--- config.mk ---
export PLATFORM = sky130hd
export DESIGN_NAME = dmem_axi_bridge
export DESIGN_NICKNAME = d
export VERILOG_FILES = /design/src/rtl/dmem_axi_bridge.sv
export SDC_FILE = /design/constraint.sdc
export NUM_CORES = 1
export LEC_CHECK = 0
export BUFFER_PORTS_ARGS = -buffer_cell sky130_fd_sc_hd__buf_4
export CORE_ASPECT_RATIO = 0.9
export CORE_MARGIN = 8
export CORE_UTILIZATION = 40
export CTS_CLUSTER_DIAMETER = 40
export DETAILED_ROUTE_END_ITERATION = 16
export HOLD_SLACK_MARGIN = 0.15
export PLACE_DENSITY = 0.84
export SYNTH_ARGS = -nofsm -noshare
export SYNTH_HDL_FRONTEND = slang
export SYNTH_SLANG_ARGS = --single-unit
--- constraint.sdc ---
create_clock -name clk -period 2.35 [get_ports clk]
set_input_delay 0.1175 -clock clk [delete_from_list [all_inputs] [get_ports clk]]
set_output_delay 0.1175 -clock clk [all_outputs]
set_load 0.05 [all_outputs]
--- src/rtl/dmem_axi_bridge.sv ---
// Data-memory port of the single-cycle MIPS core: each load/store becomes one AXI4-Lite beat.
// Optional watchdog enabled by defining DMEM_TIMEOUT_EN (limit set by TIMEOUT).
module dmem_axi_bridge #(
    parameter int unsigned ADDR_W = 32,
    parameter int unsigned DATA_W = 32
`ifdef DMEM_TIMEOUT_EN
    ,
    parameter int unsigned TIMEOUT = 255
`endif
) (
    input  logic              clk,
    input  logic              reset,
    input  logic              cpu_req,
    input  logic              cpu_we,
    input  logic [ADDR_W-1:0] cpu_addr,
    input  logic [DATA_W-1:0] cpu_wdata,
    output logic [DATA_W-1:0] cpu_rdata,
    output logic              cpu_stall,
    output logic              cpu_done,
    output logic              cpu_err,
    output logic [ADDR_W-1:0] m_awaddr,
    output logic              m_awvalid,
    input  logic              m_awready,
    output logic [DATA_W-1:0] m_wdata,
    output logic [3:0]        m_wstrb,
    output logic              m_wvalid,
    input  logic              m_wready,
    input  logic [1:0]        m_bresp,
    input  logic              m_bvalid,
    output logic              m_bready,
    output logic [ADDR_W-1:0] m_araddr,
    output logic              m_arvalid,
    input  logic              m_arready,
    input  logic [DATA_W-1:0] m_rdata,
    input  logic [1:0]        m_rresp,
    input  logic              m_rvalid,
    output logic              m_rready
);

    typedef enum logic [2:0] {
        ST_IDLE,
        ST_WREQ,
        ST_WRESP,
        ST_RREQ,
        ST_RRESP,
        ST_DONE
    } state_e;

    state_e            state_q, state_d;
    logic [ADDR_W-1:0] addr_q, addr_d;
    logic [DATA_W-1:0] wdata_q, wdata_d;
    logic [DATA_W-1:0] rdata_q, rdata_d;
    logic              awvalid_q, awvalid_d;
    logic              wvalid_q, wvalid_d;
    logic              aw_done_q, aw_done_d;
    logic              w_done_q, w_done_d;
    logic              bready_q, bready_d;
    logic              arvalid_q, arvalid_d;
    logic              rready_q, rready_d;
    logic              done_q, done_d;
    logic              err_q, err_d;
    logic              busy_c;
    logic              aw_fire_c, w_fire_c;
    logic              ign_unused;

`ifdef DMEM_TIMEOUT_EN
    localparam int unsigned CNT_W = $clog2(TIMEOUT + 1);
    logic [CNT_W-1:0] cnt_q, cnt_d;
`endif

    // Word alignment drops the byte offset; only the error bit of each response matters.
    assign ign_unused = ^{cpu_addr[1:0], m_bresp[0], m_rresp[0]};

    assign busy_c    = (state_q == ST_WREQ) || (state_q == ST_WRESP) ||
                       (state_q == ST_RREQ) || (state_q == ST_RRESP);
    assign aw_fire_c = awvalid_q && m_awready;
    assign w_fire_c  = wvalid_q && m_wready;

    always_ff @(posedge clk or negedge reset) begin
        if (!reset) begin
            state_q   <= ST_IDLE;
            addr_q    <= '0;
            wdata_q   <= '0;
            rdata_q   <= '0;
            awvalid_q <= 1'b0;
            wvalid_q  <= 1'b0;
            aw_done_q <= 1'b0;
            w_done_q  <= 1'b0;
            bready_q  <= 1'b0;
            arvalid_q <= 1'b0;
            rready_q  <= 1'b0;
            done_q    <= 1'b0;
            err_q     <= 1'b0;
`ifdef DMEM_TIMEOUT_EN
            cnt_q     <= '0;
`endif
        end else begin
            state_q   <= state_d;
            addr_q    <= addr_d;
            wdata_q   <= wdata_d;
            rdata_q   <= rdata_d;
            awvalid_q <= awvalid_d;
            wvalid_q  <= wvalid_d;
            aw_done_q <= aw_done_d;
            w_done_q  <= w_done_d;
            bready_q  <= bready_d;
            arvalid_q <= arvalid_d;
            rready_q  <= rready_d;
            done_q    <= done_d;
            err_q     <= err_d;
`ifdef DMEM_TIMEOUT_EN
            cnt_q     <= cnt_d;
`endif
        end
    end

    always_comb begin
        state_d   = state_q;
        addr_d    = addr_q;
        wdata_d   = wdata_q;
        rdata_d   = rdata_q;
        awvalid_d = awvalid_q;
        wvalid_d  = wvalid_q;
        aw_done_d = aw_done_q;
        w_done_d  = w_done_q;
        bready_d  = bready_q;
        arvalid_d = arvalid_q;
        rready_d  = rready_q;
        done_d    = 1'b0;
        err_d     = err_q;
`ifdef DMEM_TIMEOUT_EN
        cnt_d     = cnt_q;
`endif

        case (state_q)
            ST_IDLE: begin
                if (cpu_req) begin
                    addr_d    = {cpu_addr[ADDR_W-1:2], 2'b00};
                    wdata_d   = cpu_wdata;
                    aw_done_d = 1'b0;
                    w_done_d  = 1'b0;
                    if (cpu_we) begin
                        state_d   = ST_WREQ;
                        awvalid_d = 1'b1;
                        wvalid_d  = 1'b1;
                    end else begin
                        state_d   = ST_RREQ;
                        arvalid_d = 1'b1;
                    end
                end
            end
            // AW and W complete independently, in any order.
            ST_WREQ: begin
                if (aw_fire_c) begin
                    awvalid_d = 1'b0;
                    aw_done_d = 1'b1;
                end
                if (w_fire_c) begin
                    wvalid_d = 1'b0;
                    w_done_d = 1'b1;
                end
                if ((aw_done_q || aw_fire_c) && (w_done_q || w_fire_c)) begin
                    state_d  = ST_WRESP;
                    bready_d = 1'b1;
                end
            end
            ST_WRESP: begin
                if (m_bvalid && bready_q) begin
                    bready_d = 1'b0;
                    err_d    = m_bresp[1];
                    done_d   = 1'b1;
                    state_d  = ST_DONE;
                end
            end
            ST_RREQ: begin
                if (arvalid_q && m_arready) begin
                    arvalid_d = 1'b0;
                    rready_d  = 1'b1;
                    state_d   = ST_RRESP;
                end
            end
            ST_RRESP: begin
                if (m_rvalid && rready_q) begin
                    rready_d = 1'b0;
                    rdata_d  = m_rdata;
                    err_d    = m_rresp[1];
                    done_d   = 1'b1;
                    state_d  = ST_DONE;
                end
            end
            ST_DONE: begin
                err_d   = 1'b0;
                state_d = ST_IDLE;
            end
            default: state_d = ST_IDLE;
        endcase

`ifdef DMEM_TIMEOUT_EN
        // Watchdog: abandon the transaction once the slave has stalled TIMEOUT cycles.
        if (state_q == ST_IDLE) begin
            cnt_d = '0;
        end else if (busy_c) begin
            cnt_d = cnt_q + CNT_W'(1);
            if ((state_d != ST_DONE) && (cnt_d == CNT_W'(TIMEOUT))) begin
                awvalid_d = 1'b0;
                wvalid_d  = 1'b0;
                bready_d  = 1'b0;
                arvalid_d = 1'b0;
                rready_d  = 1'b0;
                err_d     = 1'b1;
                done_d    = 1'b1;
                state_d   = ST_DONE;
            end
        end
`endif
    end

    assign cpu_stall = ((state_q == ST_IDLE) && cpu_req) || busy_c;
    assign cpu_rdata = rdata_q;
    assign cpu_done  = done_q;
    assign cpu_err   = err_q;
    assign m_awaddr  = addr_q;
    assign m_araddr  = addr_q;
    assign m_wdata   = wdata_q;
    assign m_wstrb   = 4'hF;
    assign m_awvalid = awvalid_q;
    assign m_wvalid  = wvalid_q;
    assign m_bready  = bready_q;
    assign m_arvalid = arvalid_q;
    assign m_rready  = rready_q;

endmodule
==> impl_metrics.py, run 1 <==
metrics = {
    "finish": {
        "fillers": 697,
        "areaGrowthSynthToFinish_pct": 66.9,
        "drive_above_1_share_pct": 55.3,
        "nets": 738,
        "final_util_pct": 69.0,
    },
    "power_and_ir_drop": {
        "combPwrFrac_pct": 19.8,
        "power_frac_clock_pct": 36.1,
        "power_switching_uw": 1160,
        "leakagePower_uw": 0.00387,
        "seqPwrFrac_pct": 44.2,
        "p_int_uw": 3180,
        "switching_share_pct": 26.8,
        "power_density_nw_per_um2": 577,
        "power.total_uw": 4340,
        "ir_drop_mv": 0.507,
    },
    "setup_path": {
        "arrival_ns": 2.21,
        "reg2reg_slack_ns": 0.43,
        "start_kind": "register",
        "startpoint": "state_q[1]$_DFFE_PN0P_",
        "max_stage_delay_ns": 0.55,
        "cp_cell_sequence": "or3b_2, nor2_1, o21ai_0, nand2_1, dlygate4sd3_1",
        "critPathRequiredTime_ns": 2.63,
        "r2r-end": "m_arvalid$_DFFE_PN0P_",
        "crit_path_end_kind": "register",
        "critical_path.endpoint": "m_arvalid$_DFFE_PN0P_",
        "rr_startpoint": "state_q[1]$_DFFE_PN0P_",
        "cp_max_fo": 12,
        "critPathKind": "register to register",
        "crit_path_top_delay_cell": "or3b_2",
        "worst_r2r_path_depth": 5,
    },
    "status": {
        "status": "finished clean",
    },
    "yosys": {
        "synth_compound_area_share_pct": 3.83,
        "avgSynthCellArea_um2": 14.2,
        "yosys_most_used_dff": "dfrtp_1",
        "synth-simple-area-share_pct": 3.67,
        "ys_seq_elements": 106,
        "ys_seq_area_share_pct": 58.9,
        "synthesis.instances": 318,
        "synth_edf_count": 0,
        "synth_top_family_by_area": "multiplexers",
        "synthTopCellsByCount": "dfrtp_1, mux2_2, buf_4",
        "ys_warn_count": 0,
        "synth_fa_ha_area_share_pct": 0,
        "async_flop_share_pct": 100,
        "synth_cell_types": 32,
        "yosys.area.top_type": "dfrtp_1",
        "synth_mux_area_share_pct": 24.6,
        "ys_top_cells_by_area": "dfrtp_1, mux2_2, buf_4, mux2_4, buf_6",
        "yosysMostFrequentCell": "dfrtp_1",
        "synth_xor_xnor_area_share_pct": 0,
        "synth_area_um2": 4500,
        "synth_top_area_share_pct": 58.9,
    },
    "timing": {
        "finalSetupTns_ns": 0,
        "setup_viol": 0,
        "hold_viol_final": 0,
        "post-route-period-util_pct": 81.9,
        "rsz0062_at_grt": "false",
        "fmax_ghz": 0.520,
        "fin_skew_ns": 0.00644,
        "worst_pin_slew_ns": 0.515,
        "slew_headroom_pct": 65.7,
        "fin_crit_ns": 1.92,
        "report.final.slew_viol_count": 0,
    },
    "clock_tree": {
        "post_cts_buffers": 0,
        "cts-htree-levels": 3,
        "cts_buffers": 9,
        "hold_buffers": 104,
        "cts_resized": 0,
        "clk_latency_ns": 0.35,
        "tritoncts": "done",
        "clk_pin_slew_ns": 0.07,
        "cts_root_buffer": "clkbuf_16",
        "cts_max_path_buffers": 2,
        "cts_sinks": 106,
    },
    "floorplan": {
        "die_w_um": 128,
        "io_pins": 249,
        "num_rows": 36,
        "die_y_um": 117,
        "die_area_um2": 14900,
        "core_um2": 10900,
        "initial_core_util_pct": 41.3,
    },
    "route": {
        "drc": 0,
        "dr.pass1.iters": 4,
        "drtIter0Drc": 146,
        "routed_via_density": 4.67,
        "ant_nets": 0,
        "wire_per_inst_um": 18.1,
        "vias": 3677,
        "wl_um": 14200,
    },
    "placement": {
        "dp_hpwl_um": 9560,
        "io_buffers": 236,
        "gp_congestion": 0.811,
    },
    "grt": {
        "grt_pass1_vias": 4049,
        "grt_max_degree": 63,
        "antenna_found_initial": 2,
        "track_usage_pct": 19.1,
        "grt_pass1_wl_um": 22100,
        "grt_remaining_overflow": 0,
    },
    "flow_run": {
        "maxCapViolCount": 0,
    },
    "min_path": {
        "hp-class": "input pin to asynchronous set/reset pin",
    },
}
==> registers in the layout, indices dropped and copies added (netlist names) <==
signal and count:
cpu_rdata 32, m_wdata 32, m_araddr 30, state_q 3
aw_done_q 1, cpu_done 1, cpu_err 1, m_arvalid 1
m_awvalid 1, m_bready 1, m_rready 1, m_wvalid 1
w_done_q 1
==> worst min path at each step <==
| stage | startpoint | end | slack, ns | cells past startpoint |
|---|---|---|---|---|
| after floorplan | reset | aw_done_q$_DFFE_PN0P_ | -0.18 | 0 |
| after global placement | reset | w_done_q$_DFFE_PN0P_ | 0.004 | 1 |
| after detailed placement | reset | m_wvalid$_DFFE_PN0P_ | 0.005 | 1 |
| after CTS | cpu_req | m_wvalid$_DFFE_PN0P_ | 0.16 | 3 |
| after global routing | cpu_req | m_wvalid$_DFFE_PN0P_ | 0.19 | 3 |
| final | reset | cpu_err$_DFFE_PN0P_ | 0.18 | 2 |
==> power groups by stage <==
stage,Clock (uW),Sequential [uW],Combinational (uW)
2_1_floorplan,0,2140,232
3_3_place_gp,0,1950,702
3_5_place_dp,0,1950,713
4_1_cts,1630,1920,855
5_1_grt,1690,1920,900
6_report,1560,1920,858
==> cells by family after synthesis <==
group	count (synthesis)
muxes	95
and+or+nand+nor	31
other	2
buffers and inverters	55
AOI/OAI and AO/OA	29
DFF	106
==> metrics by stage <==
stage                     std cells  worst slack, ns  instance area, um^2  hold slack (ns)
after floorplan                 324            0.705                 4530           -0.178
after global placement          666            0.533                 6160          0.00416
after detailed placement        666            0.456                 6160          0.00478
after CTS                       785            0.434                 7510            0.164
after global routing            787            0.313                 7520            0.187
final                           787            0.426                 7520            0.176
==> cell usage in the layout (no fill, tap or decap), types with 2 or more instances in the layout <==
| cell type | instances |
|---|---|
| buf_4 | 238 |
| dfrtp_1 | 106 |
| dlygate4sd3_1 | 104 |
| mux2_2 | 82 |
| nand2_1 | 12 |
| mux2_4 | 10 |
| o21ai_0 | 9 |
| clkbuf_16 | 9 |
| conb_1 | 8 |
| nor2_1 | 7 |
| a21oi_1 | 7 |
| a31oi_1 | 6 |
| inv_1 | 5 |
| diode_2 | 2 |
| nor2b_1 | 2 |
| mux2_1 | 2 |
| nand3_1 | 2 |
| nor3_1 | 2 |
| clkinvlp_4 | 2 |
| bufinv_16 | 2 |
| buf_12 | 2 |
==> worst max-delay path: cells and delay by family (launching register included) <==
kind            cells  cell delay [ns]
flops               1             0.51
compound gates      1             0.08
buf+inv             1             0.54
simple gates        3             0.74
==> cell type report <==
class / count / area (um^2) / share of cell area, %
timing repair buffer: 344 / 2870 / 38.1
sequential: 106 / 2650 / 35.3
multi-input combinational: 163 / 1470 / 19.6
clock buffer: 10 / 229 / 3.05
tap: 152 / 190 / 2.53
clock inverter: 5 / 80.1 / 1.07
inverter: 5 / 18.8 / 0.250
antenna: 2 / 5.00 / 0.0666
==> metal layers <==
| metal | GRT usage (%) | wire length, um | part of all wire, % | vias to the layer above |
|---|---|---|---|---|
| li1 | - | - | - | 1684 |
| met1 | 19.6 | 5050 | 35 | 1797 |
| met4 | 6.01 | 240 | 1.7 | 0 |
| met3 | 9.13 | 1460 | 10 | 21 |
| met5 | 0 | 0 | 0 | - |
| met2 | 33.9 | 7470 | 53 | 175 |
(Power assumes the default switching activity.)
==> inputs of run 2 (changes only) <==
--- a/config.mk
+++ b/config.mk
@@ -12,7 +12,7 @@
 export CTS_CLUSTER_DIAMETER = 40
 export DETAILED_ROUTE_END_ITERATION = 16
 export HOLD_SLACK_MARGIN = 0.15
-export PLACE_DENSITY = 0.84
+export PLACE_DENSITY = 0.87
 export SYNTH_ARGS = -nofsm -noshare
 export SYNTH_HDL_FRONTEND = slang
 export SYNTH_SLANG_ARGS = --single-unit
==> constraint.sdc (replaced) <==
create_clock -name clk -period 1.55 [get_ports clk]
set_input_delay 0.0775 -clock clk [delete_from_list [all_inputs] [get_ports clk]]
set_output_delay 0.0775 -clock clk [all_outputs]
set_load 0.05 [all_outputs]
==> impl_metrics.py, run 2 (synthesis results as in run 1) <==
metrics = {
    "status": {
        "status": "finished with violations",
        "violations": "negative setup slack",
    },
    "timing": {
        "setup_viol": 43,
        "fin_hold_ws_ns": 0.171,
        "fin_crit_ns": 1.61,
        "report.final.slew_viol_count": 0,
        "fmax_ghz": 0.620,
        "worst_slack_ns": -0.0617,
        "rsz0062_at_grt": "true",
        "fin_skew_ns": 0.00427,
        "post-route-period-util_pct": 104,
        "finalSetupTns_ns": -1.28,
        "hold_viol_final": 0,
    },
    "power_and_ir_drop": {
        "ir_drop_mv": 0.795,
        "seqPwrFrac_pct": 43.5,
        "power_frac_clock_pct": 36.4,
        "power_switching_uw": 1800,
        "leakagePower_uw": 0.00409,
        "power_density_nw_per_um2": 843,
        "p_int_uw": 4910,
        "switching_share_pct": 26.8,
        "combPwrFrac_pct": 20.1,
    },
    "placement": {
        "gp_congestion": 0.820,
        "place_ws_ns": -0.0200,
        "dp_hpwl_um": 9630,
        "place_inst": 677,
        "io_buffers": 236,
    },
    "setup_path": {
        "crit_path_end_kind": "register",
        "cp_max_fo": 5,
        "reg2reg_slack_ns": -0.06,
        "worst_r2r_path_depth": 5,
        "r2r-end": "m_wdata[15]$_DFFE_PN0P_",
        "arrival_ns": 1.84,
        "rr_startpoint": "state_q[0]$_DFFE_PN0P_",
        "critPathKind": "register to register",
        "start_kind": "register",
        "critPathRequiredTime_ns": 1.78,
    },
    "grt": {
        "grt_pass1_vias": 4133,
        "grt_max_degree": 55,
        "grt_pass1_wl_um": 22400,
        "track_usage_pct": 19.3,
        "antenna_found_initial": 3,
        "grt_remaining_overflow": 0,
    },
    "min_path": {
        "min_to": "cpu_err$_DFFE_PN0P_",
        "hp-class": "input pin to register",
        "min_from": "m_rresp[1]",
        "hold_depth": 4,
    },
    "route": {
        "routed_via_density": 4.69,
        "ant_nets": 0,
        "wl_met2_um": 8480,
        "drtIter0Drc": 197,
        "wl_um": 15700,
        "wire_per_inst_um": 19.5,
        "met3WireLength_um": 1390,
        "drt-met1-wl_um": 5500,
        "drc": 0,
        "dr.max_layer_used": "met4",
        "vias": 3783,
        "dr.pass1.iters": 4,
    },
    "floorplan": {
        "io_pins": 249,
        "num_rows": 36,
        "die_w_um": 128,
        "initial_core_util_pct": 41.3,
        "die_y_um": 117,
        "core_um2": 10900,
        "die_area_um2": 14900,
    },
    "finish": {
        "layout_commonest_cell": "buf_4",
        "areaGrowthSynthToFinish_pct": 76.7,
        "nets": 756,
        "drive_above_1_share_pct": 57.7,
        "layout.cells.non_filler": 807,
        "final_cell_mix": "buf_4, dfrtp_1, dlygate4sd3_1",
    },
    "clock_tree": {
        "tritoncts": "done",
        "cts_max_path_buffers": 2,
        "clk_latency_ns": 0.34,
        "clk_pin_slew_ns": 0.07,
        "cts_root_buffer": "clkbuf_16",
        "cts-htree-levels": 3,
        "cts_buffers": 9,
        "cts_sinks": 106,
    },
    "flow_run": {
        "maxCapViolCount": 0,
    },
}
-- run 2: cell count changes in the layout (fill, tap and decap cells not counted), moves of 3 or more --
cell / previous run / this run
buf_4: 238 / 244
mux2_2: 82 / 40
buf_12: 2 / 5
mux2_4: 10 / 54
buf_6: 0 / 6
-- run 2: power by group through the flow --
stage	clock (uW)	combinational, uW	sequential, uW
after floorplan	0	356	3240
after global placement	0	1070	2950
after detailed placement	0	1080	2960
after CTS	2520	1300	2900
after global routing	2600	1410	2920
final	2440	1350	2910
-- run 2: cell type report --
type | instances | area, um^2
repair buffers | 362 | 3110
fillers | 680 | 2940
flip-flops and latches | 106 | 2660
multi-input cells | 163 | 1660
clock buffers | 12 | 246
well taps | 152 | 190
clock inverters | 4 | 75.1
inverters | 5 | 18.8
diodes | 3 | 7.51
-- run 2: critical path: stages, from the launching register on --
cell	delay (ns)
dfrtp_2	0.44
nor4_4	0.28
buf_4	0.16
buf_8	0.13
buf_4	0.14
mux2_2	0.34
-- run 2: how the worst max path moves through the flow --
stage                            from                        to  slack, ns
2_1_floorplan  state_q[1]$_DFFE_PN0P_  m_araddr[31]$_DFFE_PN0P_      -0.04
3_3_place_gp   state_q[1]$_DFFE_PN0P_   m_araddr[6]$_DFFE_PN0P_       0.02
3_5_place_dp   state_q[1]$_DFFE_PN0P_   m_araddr[8]$_DFFE_PN0P_      -0.02
4_1_cts        state_q[1]$_DFFE_PN0P_   m_araddr[8]$_DFFE_PN0P_      -0.04
5_1_grt        state_q[0]$_DFFE_PN0P_   m_wdata[15]$_DFFE_PN0P_      -0.11
6_report       state_q[0]$_DFFE_PN0P_   m_wdata[15]$_DFFE_PN0P_      -0.06
-- run 2: layer usage --
layer	vias up	global-route usage [%]
li1	1712	-
met1	1861	18.5
met2	180	36.0
met5	-	0
met4	0	7.99
met3	30	8.08
-- run 2: repair_timing --
action / in CTS / in global routing
gates cloned: 0 / 3
gates resized for setup: 4 / 55
hold buffers: 103 / 0
hold endpoints to repair: 211 / 0
pin swaps: 0 / 2
setup buffers: 1 / 5
endpoints found under the setup margin: 23 / 68
-- run 2: metrics by stage --
step	total power, uW	util (%)	instance area (um^2)
3_3_place_gp	4020	57.6	6280
5_1_grt	6930	73.0	7960
3_5_place_dp	4040	57.6	6280
6_report	6710	73.0	7960
2_1_floorplan	3600	-	4550
4_1_cts	6720	70.2	7650
==> inputs of run 3 (changes only) <==
--- a/config.mk
+++ b/config.mk
@@ -6,13 +6,15 @@
 export NUM_CORES = 1
 export LEC_CHECK = 0
 export BUFFER_PORTS_ARGS = -buffer_cell sky130_fd_sc_hd__buf_4
+export CELL_PAD_IN_SITES_DETAIL_PLACEMENT = 1
+export CELL_PAD_IN_SITES_GLOBAL_PLACEMENT = 2
 export CORE_ASPECT_RATIO = 0.9
 export CORE_MARGIN = 8
-export CORE_UTILIZATION = 40
+export CORE_UTILIZATION = 24
 export CTS_CLUSTER_DIAMETER = 40
 export DETAILED_ROUTE_END_ITERATION = 16
 export HOLD_SLACK_MARGIN = 0.15
-export PLACE_DENSITY = 0.87
+export PLACE_DENSITY = 0.86
 export SYNTH_ARGS = -nofsm -noshare
 export SYNTH_HDL_FRONTEND = slang
 export SYNTH_SLANG_ARGS = --single-unit
==> impl_metrics.py, run 3 (synthesis results as in run 1) <==
metrics = {
    "grt": {
        "track_usage_pct": 13.8,
        "antenna_found_initial": 0,
        "grt_pass1_vias": 4468,
        "grt_remaining_overflow": 0,
        "grt_max_degree": 107,
        "grt_pass1_wl_um": 25900,
    },
    "timing": {
        "setup_viol": 62,
        "fmax_ghz": 0.605,
        "worst_slack_ns": -0.102,
        "slew_headroom_pct": 56.4,
        "fin_crit_ns": 1.65,
        "worst_pin_slew_ns": 0.654,
        "post-route-period-util_pct": 107,
        "hold_viol_final": 0,
        "report.final.slew_viol_count": 0,
        "fin_skew_ns": 0.0119,
        "rsz0062_at_grt": "true",
    },
    "finish": {
        "fillers": 1951,
        "antennaDiodeCount": 0,
        "drive_above_1_share_pct": 57.1,
        "final_cell_mix": "buf_4, dfrtp_1, dlygate4sd3_1",
        "nets": 752,
        "layout_commonest_cell": "buf_4",
        "areaGrowthSynthToFinish_pct": 72.8,
    },
    "min_path": {
        "hp-class": "input pin to register",
    },
    "placement": {
        "gp_congestion": 0.798,
        "place_ws_ns": -0.00738,
        "io_buffers": 236,
        "dp_hpwl_um": 10500,
    },
    "floorplan": {
        "die_area_um2": 23400,
        "die_y_um": 146,
        "io_pins": 249,
        "num_rows": 47,
        "initial_core_util_pct": 24.5,
        "die_w_um": 160,
        "core_um2": 18400,
    },
    "clock_tree": {
        "cts_buffers": 9,
        "clk_latency_ns": 0.35,
        "cts-htree-levels": 3,
        "clk_pin_slew_ns": 0.08,
        "cts_sinks": 106,
        "tritoncts": "done",
        "cts_root_buffer": "clkbuf_16",
        "cts_max_path_buffers": 2,
    },
    "setup_path": {
        "critPathRequiredTime_ns": 1.78,
        "critPathKind": "register to register",
        "arrival_ns": 1.88,
        "cp_max_fo": 18,
        "reg2reg_slack_ns": -0.10,
        "start_kind": "register",
        "crit_path_end_kind": "register",
    },
    "status": {
        "violations": "negative setup slack",
        "status": "finished with violations",
    },
    "power_and_ir_drop": {
        "power_density_nw_per_um2": 843,
        "ir_drop_mv": 0.424,
        "power.total_uw": 6560,
        "leakagePower_uw": 0.00397,
    },
    "route": {
        "drtIter0Drc": 117,
        "ant_nets": 0,
        "routed_via_density": 4.18,
        "vias": 3733,
        "wl_um": 16100,
        "wire_per_inst_um": 18.0,
        "dr.pass1.iters": 4,
        "drc": 0,
    },
    "flow_run": {
        "maxCapViolCount": 0,
    },
}
==> run 3: path summary, 6_finish.rpt <==
kind                                           start                        end  cells after the start
setup / recovery              state_q[1]$_DFFE_PN0P_   m_araddr[11]$_DFFE_PN0P_                      5
hold / removal                            m_rresp[1]        cpu_err$_DFFE_PN0P_                      4
setup reg to reg              state_q[1]$_DFFE_PN0P_   m_araddr[11]$_DFFE_PN0P_                      5
hold reg to reg            cpu_rdata[22]$_DFFE_PN0P_  cpu_rdata[22]$_DFFE_PN0P_                      1
max in group asynchronous                      reset  cpu_rdata[21]$_DFFE_PN0P_                      3
min in group asynchronous                      reset    m_wdata[20]$_DFFE_PN0P_                      3
==> run 3: what timing repair did <==
item,4_1_cts,5_1_grt
setup buffers,1,1
setup endpoints to repair,45,62
hold buffers,103,0
hold endpoints to repair,212,0
gates resized for setup,3,1
==> run 3: worst max-delay path: stages (launching register included) <==
cell	delay, ns
dfrtp_1	0.38
buf_4	0.14
nor4_4	0.29
buf_12	0.18
buf_12	0.17
mux2_2	0.35
==> run 3: cell type report <==
class,instances,area [um^2],share of cell area (%)
clock buffer,9,225,2.89
clock inverter,7,73.8,0.948
inverter,5,18.8,0.241
multi-input combinational,163,1510,19.4
sequential,106,2650,34.1
tap,245,307,3.94
timing repair buffer,358,3000,38.5
==> run 3: routing by layer <==
layer / track usage, % / up-vias / wire [um]
met2: 24.7 / 165 / 8340
met5: 0 / - / 0
met3: 5.68 / 16 / 1300
met4: 3.73 / 0 / 261
met1: 14.6 / 1846 / 6160
li1: - / 1706 / -
==> run 3: metrics by stage <==
| stage | hold WS (ns) | TNS, ns | util, % | cell area, um^2 | std cells |
|---|---|---|---|---|---|
| final | 0.164 | -3.46 | 42.3 | 7780 | 893 |
| after global routing | 0.177 | -7.27 | 42.3 | 7780 | 893 |
| after CTS | 0.151 | -4.71 | 42.2 | 7770 | 892 |
| after detailed placement | 0.207 | -0.0241 | 34.9 | 6420 | 772 |
| after global placement | 0.189 | 0 | 34.9 | 6420 | 772 |
| after floorplan | -0.218 | -2.20 | - | 4550 | 324 |
==> run 3: report_power, final <==
part	total, uW	internal (uW)	switching (uW)
combinational	1310	569	739
clock	2340	1270	1080
sequential	2910	2850	63.7
total	6560	4680	1880
